`config.mk`:
```
export PLATFORM = sky130hd
export DESIGN_NAME = pipeline_ctrl_flat
export DESIGN_NICKNAME = d
export VERILOG_FILES = /design/src/rtl/pipeline_ctrl_pkg.sv /design/src/rtl/pipeline_ctrl_if.sv /design/src/rtl/pipeline_ctrl_hazard_detect.sv /design/src/rtl/pipeline_ctrl.sv /design/src/flat_wrapper.sv
export SDC_FILE = /design/constraint.sdc
export NUM_CORES = 1
export LEC_CHECK = 0
export BUFFER_PORTS_ARGS = -buffer_cell sky130_fd_sc_hd__buf_2
export CAP_MARGIN = 30
export CORE_MARGIN = 2
export CORE_UTILIZATION = 30
export CTS_CLUSTER_SIZE = 8
export DETAILED_ROUTE_END_ITERATION = 8
export GPL_ROUTABILITY_DRIVEN = 0
export PLACE_DENSITY_LB_ADDON = 0.3
export SLEW_MARGIN = 20
export SYNTH_ARGS = -nofsm -noshare
export SYNTH_HDL_FRONTEND = slang
export SYNTH_HIERARCHICAL = 1
export SYNTH_SLANG_ARGS = --single-unit
```
`constraint.sdc`:
```
create_clock -name clk -period 1.6 [get_ports clk]
set_clock_uncertainty 0.2 [all_clocks]
set_input_delay 0.16 -clock clk [delete_from_list [all_inputs] [get_ports clk]]
set_output_delay 0.16 -clock clk [all_outputs]
set_load 0.02 [all_outputs]
```
`src/rtl/pipeline_ctrl_pkg.sv`:
```
// Shared types and constants for the F/D/E/W pipeline stall/flush sequencer.
package pipe_ctrl_pkg;

   localparam int unsigned WAIT_W_DEF = 5;

   typedef enum logic [1:0] {
      HOLD  = 2'b00,
      ADV   = 2'b01,
      FLUSH = 2'b10
   } upd_t;

   typedef enum logic [1:0] {
      RUN  = 2'b00,
      WAIT = 2'b01,
      HALT = 2'b10
   } pstate_t;

   // Same source/destination match rule the forwarding network uses.
   function automatic logic src_match(input logic       rw_bank,
                                      input logic [4:0] rd,
                                      input logic [5:0] r);
      return (rw_bank == r[5]) && (rd == r[4:0]);
   endfunction

endpackage

```
`src/rtl/pipeline_ctrl_if.sv`:
```
// Decode/execute status in, pipeline register update codes and status out.
interface pipeline_ctrl_if
   import pipe_ctrl_pkg::*;
#(
   parameter int unsigned WAIT_W = WAIT_W_DEF,
   parameter int unsigned CNT_W  = 32
);

   logic [5:0]        d_rs;
   logic [5:0]        d_rt;
   logic [1:0]        de_rw;
   logic [4:0]        de_rd;
   logic              de_mem_rd;
   logic [WAIT_W-1:0] de_wait_time;
   logic              de_stop;
   logic              e_redirect;
   logic              resume;

   upd_t              fd_update;
   upd_t              de_update;
   upd_t              ew_update;
   logic              pc_en;
   logic              halted;
   logic              busy;
   logic [CNT_W-1:0]  stall_cnt;
   logic [CNT_W-1:0]  flush_cnt;

   modport master (
      output d_rs, d_rt, de_rw, de_rd, de_mem_rd, de_wait_time, de_stop,
             e_redirect, resume,
      input  fd_update, de_update, ew_update, pc_en, halted, busy,
             stall_cnt, flush_cnt
   );

   modport slave (
      input  d_rs, d_rt, de_rw, de_rd, de_mem_rd, de_wait_time, de_stop,
             e_redirect, resume,
      output fd_update, de_update, ew_update, pc_en, halted, busy,
             stall_cnt, flush_cnt
   );

endinterface

```
`src/rtl/pipeline_ctrl_hazard_detect.sv`:
```
// Load-use hazard: a load in E writes a register that D is about to read.
module hazard_detect
   import pipe_ctrl_pkg::*;
(
   input  logic [5:0] d_rs,
   input  logic [5:0] d_rt,
   input  logic [1:0] de_rw,
   input  logic [4:0] de_rd,
   input  logic       de_mem_rd,
   output logic       lu
);

   assign lu = de_mem_rd && (de_rw != 2'b00) &&
               (src_match(de_rw[1], de_rd, d_rs) || src_match(de_rw[1], de_rd, d_rt));

endmodule

```
`src/rtl/pipeline_ctrl.sv`:
```
// Stall/flush sequencer driving the F/D, D/E, E/W update codes and PC enable.
// Define PIPE_PERF_CNT_EN to build the stall/flush performance counters.
module pipeline_ctrl
   import pipe_ctrl_pkg::*;
#(
   parameter int unsigned WAIT_W = WAIT_W_DEF,
   parameter int unsigned CNT_W  = 32
)
(
   input  logic            clk,
   input  logic            rstn,
   pipeline_ctrl_if.slave  bus
);

   pstate_t           state_q, state_d;
   logic [WAIT_W-1:0] cnt_q, cnt_d;
   upd_t              fd_c, de_c, ew_c;
   logic              pc_en_c;
   logic              resolve;
   logic              lu;

   hazard_detect u_hazard (
      .d_rs      (bus.d_rs),
      .d_rt      (bus.d_rt),
      .de_rw     (bus.de_rw),
      .de_rd     (bus.de_rd),
      .de_mem_rd (bus.de_mem_rd),
      .lu        (lu)
   );

   always_ff @(posedge clk or negedge rstn) begin
      if (!rstn) begin
         state_q <= RUN;
         cnt_q   <= '0;
      end else begin
         state_q <= state_d;
         cnt_q   <= cnt_d;
      end
   end

   always_comb begin
      fd_c    = HOLD;
      de_c    = HOLD;
      ew_c    = HOLD;
      pc_en_c = 1'b0;
      resolve = 1'b0;
      state_d = state_q;
      cnt_d   = cnt_q;
      if (rstn) begin
         unique case (state_q)
            RUN: begin
               if (bus.de_wait_time != '0) begin
                  ew_c    = FLUSH;
                  cnt_d   = bus.de_wait_time;
                  state_d = WAIT;
               end else begin
                  resolve = 1'b1;
               end
            end
            WAIT: begin
               if (cnt_q > WAIT_W'(1)) begin
                  ew_c  = FLUSH;
                  cnt_d = cnt_q - WAIT_W'(1);
               end else begin
                  // Release cycle: the E instruction's wait_time is already consumed.
                  resolve = 1'b1;
                  cnt_d   = '0;
               end
            end
            HALT: begin
               if (bus.resume) state_d = RUN;
            end
            default: state_d = RUN;
         endcase

         if (resolve) begin
            state_d = RUN;
            if (bus.e_redirect) begin
               fd_c    = FLUSH;
               de_c    = FLUSH;
               ew_c    = ADV;
               pc_en_c = 1'b1;
            end else if (lu) begin
               de_c    = FLUSH;
               ew_c    = ADV;
            end else begin
               fd_c    = ADV;
               de_c    = ADV;
               ew_c    = ADV;
               pc_en_c = 1'b1;
            end
            if (ew_c == ADV && bus.de_stop) state_d = HALT;
         end
      end
   end

   assign bus.fd_update = fd_c;
   assign bus.de_update = de_c;
   assign bus.ew_update = ew_c;
   assign bus.pc_en     = pc_en_c;
   assign bus.halted    = rstn && (state_q == HALT);
   assign bus.busy      = rstn && (state_q == WAIT);

`ifdef PIPE_PERF_CNT_EN
   logic [CNT_W-1:0] stall_cnt_q, flush_cnt_q;

   always_ff @(posedge clk or negedge rstn) begin
      if (!rstn) begin
         stall_cnt_q <= '0;
         flush_cnt_q <= '0;
      end else begin
         if (!pc_en_c && state_q != HALT) stall_cnt_q <= stall_cnt_q + CNT_W'(1);
         if (fd_c == FLUSH)               flush_cnt_q <= flush_cnt_q + CNT_W'(1);
      end
   end

   assign bus.stall_cnt = stall_cnt_q;
   assign bus.flush_cnt = flush_cnt_q;
`else
   assign bus.stall_cnt = {CNT_W{1'b0}};
   assign bus.flush_cnt = {CNT_W{1'b0}};
`endif

endmodule

```
`src/flat_wrapper.sv`:
```
// flat-port wrapper written by rule: the top's interface ports become plain ports
module pipeline_ctrl_flat import pipe_ctrl_pkg::*;
#(
   parameter int unsigned WAIT_W = WAIT_W_DEF,
   parameter int unsigned CNT_W  = 32
)
  (clk, rstn, bus_d_rs, bus_d_rt, bus_de_rw, bus_de_rd, bus_de_mem_rd, bus_de_wait_time, bus_de_stop, bus_e_redirect, bus_resume, bus_fd_update, bus_de_update, bus_ew_update, bus_pc_en, bus_halted, bus_busy, bus_stall_cnt, bus_flush_cnt);
  pipeline_ctrl_if #(.WAIT_W(WAIT_W), .CNT_W(CNT_W)) bus_i ();
  input  logic clk;
  input  logic rstn;
  input wire logic [$bits(bus_i.d_rs)-1:0] bus_d_rs;
  input wire logic [$bits(bus_i.d_rt)-1:0] bus_d_rt;
  input wire logic [$bits(bus_i.de_rw)-1:0] bus_de_rw;
  input wire logic [$bits(bus_i.de_rd)-1:0] bus_de_rd;
  input wire logic [$bits(bus_i.de_mem_rd)-1:0] bus_de_mem_rd;
  input wire logic [$bits(bus_i.de_wait_time)-1:0] bus_de_wait_time;
  input wire logic [$bits(bus_i.de_stop)-1:0] bus_de_stop;
  input wire logic [$bits(bus_i.e_redirect)-1:0] bus_e_redirect;
  input wire logic [$bits(bus_i.resume)-1:0] bus_resume;
  output wire logic [$bits(bus_i.fd_update)-1:0] bus_fd_update;
  output wire logic [$bits(bus_i.de_update)-1:0] bus_de_update;
  output wire logic [$bits(bus_i.ew_update)-1:0] bus_ew_update;
  output wire logic [$bits(bus_i.pc_en)-1:0] bus_pc_en;
  output wire logic [$bits(bus_i.halted)-1:0] bus_halted;
  output wire logic [$bits(bus_i.busy)-1:0] bus_busy;
  output wire logic [$bits(bus_i.stall_cnt)-1:0] bus_stall_cnt;
  output wire logic [$bits(bus_i.flush_cnt)-1:0] bus_flush_cnt;
  assign bus_i.d_rs = bus_d_rs;
  assign bus_i.d_rt = bus_d_rt;
  assign bus_i.de_rw = bus_de_rw;
  assign bus_i.de_rd = bus_de_rd;
  assign bus_i.de_mem_rd = bus_de_mem_rd;
  assign bus_i.de_wait_time = bus_de_wait_time;
  assign bus_i.de_stop = bus_de_stop;
  assign bus_i.e_redirect = bus_e_redirect;
  assign bus_i.resume = bus_resume;
  assign bus_fd_update = bus_i.fd_update;
  assign bus_de_update = bus_i.de_update;
  assign bus_ew_update = bus_i.ew_update;
  assign bus_pc_en = bus_i.pc_en;
  assign bus_halted = bus_i.halted;
  assign bus_busy = bus_i.busy;
  assign bus_stall_cnt = bus_i.stall_cnt;
  assign bus_flush_cnt = bus_i.flush_cnt;
  pipeline_ctrl #(.WAIT_W(WAIT_W), .CNT_W(CNT_W)) u_core (.clk(clk), .rstn(rstn), .bus(bus_i));
endmodule
```
==> run metrics, run 1 <==
Synth Cell Area=between 1000 and 1500 sq um; Crit path required time=1.24 ns; critical path type=reg -> out; RSZ-0062 raised after global routing=true; top-count cell post-synth=buf_4; die height=66.5 um; final core utilization=42.5%; Ports=roughly 100; Initial Util=31.6%; outcome=finished, violations left; first-pass GRT wire length=3570 um; FMAX=489 MHz; fin. max-slew vios=0; Arrival @ worst endpoint=1.68 ns; Total GRT Usage=10.6%; top cells by area, synth=buf_4 (42%), dfrtp_1 (15%), xnor2_1 (4.5%); Leakage Power=0.831 nW; clock root cell=clkbuf_8; Post-Synth Simple-Gate Area=13.6%; # DRC=0; minimum clock period=2.04 ns; R2R Path Start=u_core/cnt_q[0]$_DFFE_PN0P_; PwrDens=1410 nW/um^2; Antenna Cells=0; reg-to-reg setup timing slack=-0.21 ns; startpoint type of the worst setup path=register; min-delay worst type=in -> reg; vias in the first global route=between 800 and 900; Final period util=128%; Routed Antenna Nets=0; Filler Cells Inserted=between 300 and 400; top cell type's share of synthesized area=41.6%; worst vdd ir=0.000404 V; PortBufs=38; die area=about 4400 sq um; placed inst area=1380 sq um; hold path endpoint=u_core/state_q[1]$_DFFE_PN0P_; CTS tree=built; FFs w/ async S/R, synth=100%; Synth Area in XOR/XNOR=under 10%; main combinational cell family by area after synthesis=buffers and inverters; Main synth FF type=dfrtp_1; TNS Setup=-3.63 ns; layout cell share with drive strength beyond 1=between 40% and 50%; cell taking the most area after synthesis=buf_4; FP Rows=22; final worst slack=-0.445 ns; compound-gate portion of the synthesized area=14.6%; CTS buffer count=3; DR pass1 iterations=4; routed length per instance=9.70 um; YS warnings=6; initial drt markers=43; Chip Width=66.5 um; routed via count=990; hpwl dp=1940 um; Post-Route WL=2490 um; Max Cap Violations=0; Max Buffers Root-to-Sink=2; CP Max Fanout=5; mux cell area share after synthesis=~2.6%; Synth top cells by count=buf_4 (65), dfrtp_1 (7), o21ai_0 (6), xnor2_1 (6); Vias/cell=approximately 3.9; setup violators final=14; Syn Area/Cell=roughly 8 sq um; number of synthesized flops with an enable pin=0; CORE AREA=3720 sq um; total gr overflow=0; clk slew on worst S/H paths=0.04 ns; Area Growth Syn to Fin=34.5%; failing checks=negative setup slack; Post-Synth Adder-Cell Area=2.13%; Hold WS=0.0790 ns; worst-skew pair later-pin latency=0.23 ns; post-route cell area=1580 sq um; register area share after synthesis=14.9%; Worst Setup End Kind=output port; Hold Path Cell Cnt=3; largest net degree at the start of global routing=9; Synth Register Bits=7; worst hold start=bus_resume; DP Worst Slack=-0.301 ns; initial antenna violation count=0; Hold Vio Cnt, Final=0; RR Endpoint=u_core/state_q[1]$_DFFE_PN0P_; post-synthesis cell type count=34; htree depth=1; Final #Nets=242; Worst Reg-to-Reg Cells=7; synthesized instance count=approximately 140; CTS sink cnt=7
==> registers in the layout, indices dropped and copies added, names as in the netlist <==
signal / cells
u_core/cnt_q: 5
u_core/state_q: 2
==> per-layer routing <==
metal	vias to the layer above	GRT usage [%]	routed length, um
met5	-	0	0
met2	55	19.1	1270
met3	5	1.69	204
li1	488	-	-
met4	0	5.10	32
met1	442	11.9	985
==> metrics by stage <==
stage / total power, W / instances
2_1_floorplan: 0.00124 / 207
5_1_grt: 0.00238 / 257
4_1_cts: 0.00214 / 258
3_3_place_gp: 0.00164 / 249
3_5_place_dp: 0.00164 / 249
6_report: 0.00223 / 257
==> how the worst max path moves through the flow <==
stage                                startpoint                to  slack (ns)  cells past startpoint
finish              u_core/cnt_q[4]$_DFFE_PN0P_  bus_ew_update[0]       -0.44                      6
global route        u_core/cnt_q[4]$_DFFE_PN0P_  bus_fd_update[0]       -0.51                      5
CTS                 u_core/cnt_q[4]$_DFFE_PN0P_  bus_fd_update[0]       -0.46                      5
detailed placement          bus_de_wait_time[1]  bus_fd_update[0]       -0.30                      6
global placement            bus_de_wait_time[1]  bus_fd_update[0]       -0.30                      6
floorplan           u_core/cnt_q[1]$_DFFE_PN0P_  bus_fd_update[0]       -0.31                      7
==> critical path: stages, from the launching register on <==
cell and delay, ns:
dfrtp_1 0.37, or3_4 0.42, nor3_4 0.23, o21ai_4 0.11, buf_4 0.16, inv_2 0.06, buf_6 0.11
==> where the power goes <==
group          internal [W]  switching, W
Combinational      0.000819      0.000836
Sequential         0.000256     0.0000625
Clock              0.000173     0.0000813
==> layout make-up <==
class                           instances  area, sq um  area share (%)
Sequential cell                         7          175            11.1
Timing Repair Buffer                   64          427            27.0
Inverter                                5         18.8            1.19
Multi-Input combinational cell        129          853            54.0
Clock buffer                            4         45.0            2.85
Tap cell                               48         60.1            3.80
==> layout by cell type (no fill, tap or decap), types with 2 or more instances in the layout <==
master / instances
nand4_1: 2
xnor2_1: 6
o21ai_4: 2
o21ai_0: 5
buf_2: 30
nor4_1: 2
xor2_1: 5
a22o_1: 3
and3_1: 2
dlygate4sd3_1: 2
nor2b_1: 2
nor3_4: 3
nor2_1: 4
a21oi_1: 3
inv_1: 2
o2bb2ai_2: 4
mux2_4: 2
nand2_1: 2
dfrtp_1: 7
inv_2: 2
conb_1: 64
clkbuf_8: 3
buf_4: 30
==> repair_timing <==
item                                   in CTS  in global routing
setup endpoints to repair                  15                 16
gates resized for setup                    19                 10
endpoints found under the hold margin       8                  0
hold buffers                                2                  0
buffers inserted                           10                  2
pin swaps                                  10                  7
==> kinds of logic (layout without fill, tap and decap cells) <==
| kind of cell | after synthesis | after routing |
|---|---|---|
| AO/OA/AOI/OAI | 24 | 24 |
| XOR/XNOR | 11 | 11 |
| adder cells (fa/ha/maj) | 2 | 2 |
| buffers and inverters | 71 | 73 |
| flip-flops | 7 | 7 |
| multiplexers | 2 | 2 |
| other | 1 | 64 |
| AND/OR/NAND/NOR | 26 | 26 |
(Power assumes the default switching activity.)
==> inputs of run 2 (changes only) <==
Settings changed: BUFFER_PORTS_ARGS -buffer_cell sky130_fd_sc_hd__buf_2 to unset, DONT_BUFFER_PORTS set to 1, GPL_TIMING_DRIVEN set to 0.
==> run metrics, run 2 (synthesized netlist as in run 1, its figures left out) <==
CP max stage cell=dfrtp_1; worst-skew pair later-pin latency=0.23 ns (about the same); first-pass GRT wire length=4210 um (+18%); DR pass1 iterations=4 (unchanged); Arrival @ worst endpoint=1.86 ns (+0.18 ns); PortBufs=0 (-100%); die height=66.5 um (unchanged); Filler Cells Inserted=353 (-11%); outcome=finished, violations left; Leakage Power=1.02 nW (+23%); die area=4430 sq um (unchanged); Largest Register=u_core/cnt_q; routed length per instance=10.6 um (+9.2%); Vias/cell=3.82 (-0.73%); setup violators final=14 (unchanged); CTS tree=built; Routed Antenna Nets=0 (unchanged); Total GRT Usage=12.1% (+1.6 points); Antenna Cells=0 (unchanged); max FFs per register=5 (unchanged); min-delay worst type=in -> reg; dpl cells=255 (+2.4%); # DRC=0 (unchanged); commonest non-fill, non-tap cells in the layout=buf_4 (78), conb_1 (64), dlygate4sd3_1 (8), xnor2_1 (6); Crit path required time=1.24 ns (about the same); Chip Width=66.5 um (unchanged); clock root cell=clkbuf_8; CTS sink cnt=7 (unchanged); hpwl dp=1970 um (+1.8%); final core utilization=51.9% (+9.4 points); Final period util=139% (+11 points); Ports=103 (unchanged); routed via count=1086 (+9.7%); initial drt markers=59 (+37%); Worst Setup End Kind=output port; largest registers=u_core/cnt_q: 5 flops, u_core/state_q: 2 flops; htree depth=1 (unchanged); initial antenna violation count=0 (unchanged); CORE AREA=3720 sq um (unchanged); Hold Vio Cnt, Final=0 (unchanged); register area=178 sq um (+1.4%); fin. max-slew vios=0 (unchanged); largest net degree at the start of global routing=10 (+1); layout cell share with drive strength beyond 1=50.0% (+7.4 points); startpoint type of the worst setup path=register; clk slew on worst S/H paths=0.04 ns (about the same); most used cell, CP=nor3_4; max incr delay on CP=0.41 ns (about the same); Max Cap Violations=0 (unchanged); Initial Util=31.6% (unchanged); CTS buffer count=3 (unchanged); crit-path cells=or3_4 > nor3_4 > o21ai_4 > nor3_4 > buf_6; worst vdd ir=0.000383 V (-5.4%); FMAX=451 MHz (-7.8%); FP Rows=22 (unchanged); minimum clock period=2.22 ns (+0.174 ns); critical path type=reg -> out; Final #Nets=269 (+11%); non-filler instance count after layout=284 (+11%); total gr overflow=0 (unchanged); vias in the first global route=957 (+13%); PwrDens=1290 nW/um^2 (-8.5%); CP Max Fanout=4 (-1); Post-Route WL=3010 um (+21%); final worst slack=-0.618 ns (-0.174 ns); commonest non-fill, non-tap cell in the layout=buf_4; TNS Setup=-5.67 ns (-2.04 ns); failing checks=negative setup slack; multi-input logic area=903 sq um (+5.9%); Max Buffers Root-to-Sink=2 (unchanged); RSZ-0062 raised after global routing=true; Area Growth Syn to Fin=64.3%
-- run 2: what timing repair did --
action                                 4_1_cts  5_1_grt
setup endpoints to repair                   16       16
pin swaps                                   10       10
setup buffers                               11        7
cloned                                       0        0
hold buffers                                 8        0
gates resized for setup                     16       25
endpoints found under the hold margin       14        0
-- run 2: layer usage --
layer,global-route usage [%],wire length (um),vias up
met5,0,0,-
met4,6.12,89,0
met3,2.03,319,12
met2,22.5,1580,79
met1,13.1,1030,452
li1,-,-,543
-- run 2: power by group --
group | switching [W] | internal [W]
clock | 0.0000810 | 0.000173
combinational | 0.000961 | 0.000931
sequential | 0.0000819 | 0.000261
total | 0.00112 | 0.00136
-- run 2: worst max-delay path: cells and delay by family (launching register included) --
family          cells  cell delay (ns)
simple gates        3             0.94
buf+inv             1             0.17
compound gates      1             0.10
flops               1             0.41
-- run 2: final cells by class --
type                       count  share of cell area [%]
multi-input combinational    129                    46.9
buffer                        66                    25.8
tap                           48                    3.11
clock buffer                   4                    2.34
timing repair buffer          25                    11.4
inverter                       5                    1.36
sequential                     7                    9.21
-- run 2: path summary, 6_finish.rpt --
check	end	depth (start not counted)	from	slack (ns)
setup / recovery	bus_fd_update[0]	5	u_core/cnt_q[4]$_DFFE_PN0P_	-0.62
hold / removal	u_core/state_q[0]$_DFFE_PN0P_	3	rstn	0.02
setup reg to reg	u_core/cnt_q[4]$_DFFE_PN0P_	7	u_core/cnt_q[4]$_DFFE_PN0P_	-0.41
hold reg to reg	u_core/cnt_q[2]$_DFFE_PN0P_	1	u_core/cnt_q[2]$_DFFE_PN0P_	0.35
max in group asynchronous	u_core/cnt_q[0]$_DFFE_PN0P_	1	rstn	0.78
min in group asynchronous	u_core/cnt_q[3]$_DFFE_PN0P_	1	rstn	0.10
-- run 2: metrics by stage --
step | power [W] | hold WS, ns | setup WS (ns) | instance area (sq um)
finish | 0.00249 | 0.0196 | -0.618 | 1930
global route | 0.00263 | 0.0255 | -0.688 | 1930
CTS | 0.00198 | 0.0135 | -0.601 | 1780
detailed placement | 0.00137 | -0.335 | -0.531 | 1510
global placement | 0.00137 | -0.335 | -0.566 | 1510
floorplan | 0.00124 | -0.336 | -0.306 | 1450
==> inputs of run 3 (changes only) <==
Settings changed: ABC_AREA set to 1.
==> run metrics, run 3 <==
htree depth=1 (unchanged); RSZ-0062 raised after global routing=true; Final period util=119% (-20 points); worst vdd ir=0.000375 V (-2.0%); Ports=103 (unchanged); failing checks=negative hold slack, negative setup slack; clk slew on worst S/H paths=0.04 ns (about the same); Sw Share=46.6% (+1.5 points); initial antenna violation count=0 (unchanged); Largest Register=u_core/cnt_q; CORE AREA=4320 sq um (+16%); first-pass GRT wire length=4620 um (+9.7%); layout cell share with drive strength beyond 1=36.5% (-13 points); Initial Util=31.0% (-0.56 points); YS warnings=6 (unchanged); Filler Cells Inserted=445 (+26%); proportion of power drawn by flip-flops and latches=17.6% (+3.8 points); Chip Width=70.9 um (+6.5%); routed via count=1309 (+21%); vias in the first global route=1145 (+20%); Routed Antenna Nets=0 (unchanged); Worst Setup End Kind=output port; Leakage Power=1.26 nW (+23%); commonest non-fill, non-tap cells in the layout=buf_4 (80), conb_1 (64), nand2_1 (60), nor2_1 (25), inv_1 (24); hpwl dp=2290 um (+16%); Final #Nets=348 (+29%); final worst slack=-0.306 ns (+0.312 ns); die area=5020 sq um (+13%); Max Buffers Root-to-Sink=2 (unchanged); Synth Register Bits=7 (unchanged); Clk pwr share=13.3% (+3.1 points); placed inst area=1660 sq um (+9.6%); max FFs per register=5 (unchanged); Hold WS=-0.00230 ns (-0.0219 ns); number of synthesized flops with an enable pin=0 (unchanged); startpoint type of the worst setup path=register; Synth Cell Area=1340 sq um (+14%); Internal=0.00105 W (-23%); Main synth FF type=dfrtp_1; Total GRT Usage=10.9% (-1.2 points); worst hold start=bus_de_wait_time[4]; synthesized instance count=226 (+57%); R2R Path Start=u_core/cnt_q[1]$_DFFE_PN0P_; critical path type=reg -> out; CTS buffer count=3 (unchanged); largest net degree at the start of global routing=9 (-1); post-route cell area=1990 sq um (+3.1%); Area Growth Syn to Fin=48.1%; CTS tree=built; Hold Vio Cnt, Final=1 (+1); FP Rows=24 (+9.1%); combinational share of power=69.1% (-6.9 points); initial drt markers=32 (-46%); total gr overflow=0 (unchanged); FFs w/ async S/R, synth=100% (unchanged); clock root cell=clkbuf_8; worst-skew pair later-pin latency=0.23 ns (about the same); PwrDens=990 nW/um^2 (-23%); register area share after synthesis=13.1% (-1.9 points); Synth top cells by count=buf_4 (65), nand2_1 (61), nor2_1 (28); Max Cap Violations=0 (unchanged); post-synthesis cell type count=20 (-41%); fin. max-slew vios=0 (unchanged); switching power=0.000917 W (-18%); Arrival @ worst endpoint=1.55 ns (-0.31 ns); outcome=finished, violations left; cell taking the most area after synthesis=buf_4; commonest non-fill, non-tap cell in the layout=buf_4; die height=70.9 um (+6.5%); top cell type's share of synthesized area=36.4% (-5.2 points); top-count cell post-synth=buf_4; # DRC=0 (unchanged); Vias/cell=3.57 (-6.7%); FMAX=525 MHz (+16%); largest registers=u_core/cnt_q: 5 flops, u_core/state_q: 2 flops; routed length per instance=7.86 um (-26%); CP Max Fanout=5 (+1); Setup crit start=u_core/cnt_q[1]$_DFFE_PN0P_; PortBufs=0 (unchanged); Crit path required time=1.24 ns (about the same); setup violators final=8 (-6); Antenna Cells=0 (unchanged); Post-Route WL=2890 um (-4.1%); DR pass1 iterations=4 (unchanged); min-delay worst type=in -> reg; minimum clock period=1.91 ns (-0.312 ns); CTS sink cnt=7 (unchanged); top cells by area, synth=buf_4 (36%), nand2_1 (17%), dfrtp_1 (13%); Syn Area/Cell=5.93 sq um (-27%)
## run 3: cell types whose count changed after synthesis, sizes merged, moves of 3 or more
| cell | change |
|---|---|
| o2bb2ai | -5 |
| nand2 | +65 |
| a22o | -3 |
| xor2 | -3 |
| inv | +28 |
| o21ai | -5 |
| nand3 | +10 |
| xnor2 | -6 |
| nor2 | +26 |
## run 3: metal layers
layer  vias up  wire, um  track usage (%)
li1        716         -                -
met1       537      1110             12.0
met2        54      1500             21.0
met3         2       258             2.42
met4         0        19             2.73
met5         -         0                0
## run 3: worst paths after layout
path / to / slack (ns) / cells after the start
setup reg to reg: u_core/cnt_q[3]$_DFFE_PN0P_ / -0.01 / 9
hold reg to reg: u_core/cnt_q[4]$_DFFE_PN0P_ / 0.37 / 2
hold / removal: u_core/cnt_q[4]$_DFFE_PN0P_ / -0.002 / 4
max in group asynchronous: u_core/state_q[1]$_DFFE_PN0P_ / 0.81 / 1
min in group asynchronous: u_core/cnt_q[1]$_DFFE_PN0P_ / 0.09 / 1
setup / recovery: bus_pc_en / -0.31 / 8
## run 3: repair_timing
item                                   in CTS  in global routing
setup endpoints to repair                   9                 12
resized for setup                          17                  8
pin swaps                                   4                  8
setup buffers                              11                  9
hold buffers                                4                  0
endpoints found under the hold margin      10                  0
## run 3: cell type report
class                           count  area (sq um)  share of cell area [%]
Buffer                             65           492                    24.7
Clock buffer                        4          45.0                    2.27
Inverter                           32           131                    6.61
Multi-Input combinational cell    185           895                    45.0
Sequential cell                     7           176                    8.88
Tap cell                           52          65.1                    3.27
Timing Repair Buffer               22           183                    9.19
## run 3: logic make-up (layout without fill, tap and decap cells)
family                     Yosys count  after routing  synth area share [%]
other                                1             64                 0.280
and+or+nand+nor                    110            110                  34.6
buffers and inverters               97            123                  45.5
AOI/OAI and AO/OA                    7              7                  3.36
DFF                                  7              7                  13.1
xor gates and xnor gates             2              2                  1.31
adders and majority gates            2              2                  1.87
## run 3: power by group through the flow
stage	clock, W	combinational [W]	sequential [W]
2_1_floorplan	0	0.000810	0.000333
3_3_place_gp	0	0.000902	0.000354
3_5_place_dp	0	0.000903	0.000356
4_1_cts	0.000265	0.00118	0.000339
5_1_grt	0.000278	0.00151	0.000354
6_report	0.000261	0.00136	0.000345
## run 3: metrics by stage
step	setup TNS [ns]	utilization (%)	worst slack, ns	std cells	power (W)
after floorplan	-0.196	-	-0.0821	289	0.00114
after global placement	-1.00	38.3	-0.231	341	0.00126
after detailed placement	-0.914	38.3	-0.222	341	0.00126
after CTS	-1.97	44.0	-0.337	360	0.00179
after global routing	-2.63	45.9	-0.382	367	0.00214
final	-1.83	45.9	-0.306	367	0.00197
## run 3: worst max-delay path, stage by stage (launching register included)
cell and delay (ns):
dfrtp_1 0.39, inv_2 0.08, ha_4 0.12, o21bai_4 0.11, nand3_2 0.10, nand2_4 0.11, nand2_8 0.07, buf_4 0.14
a21oi_4 0.18
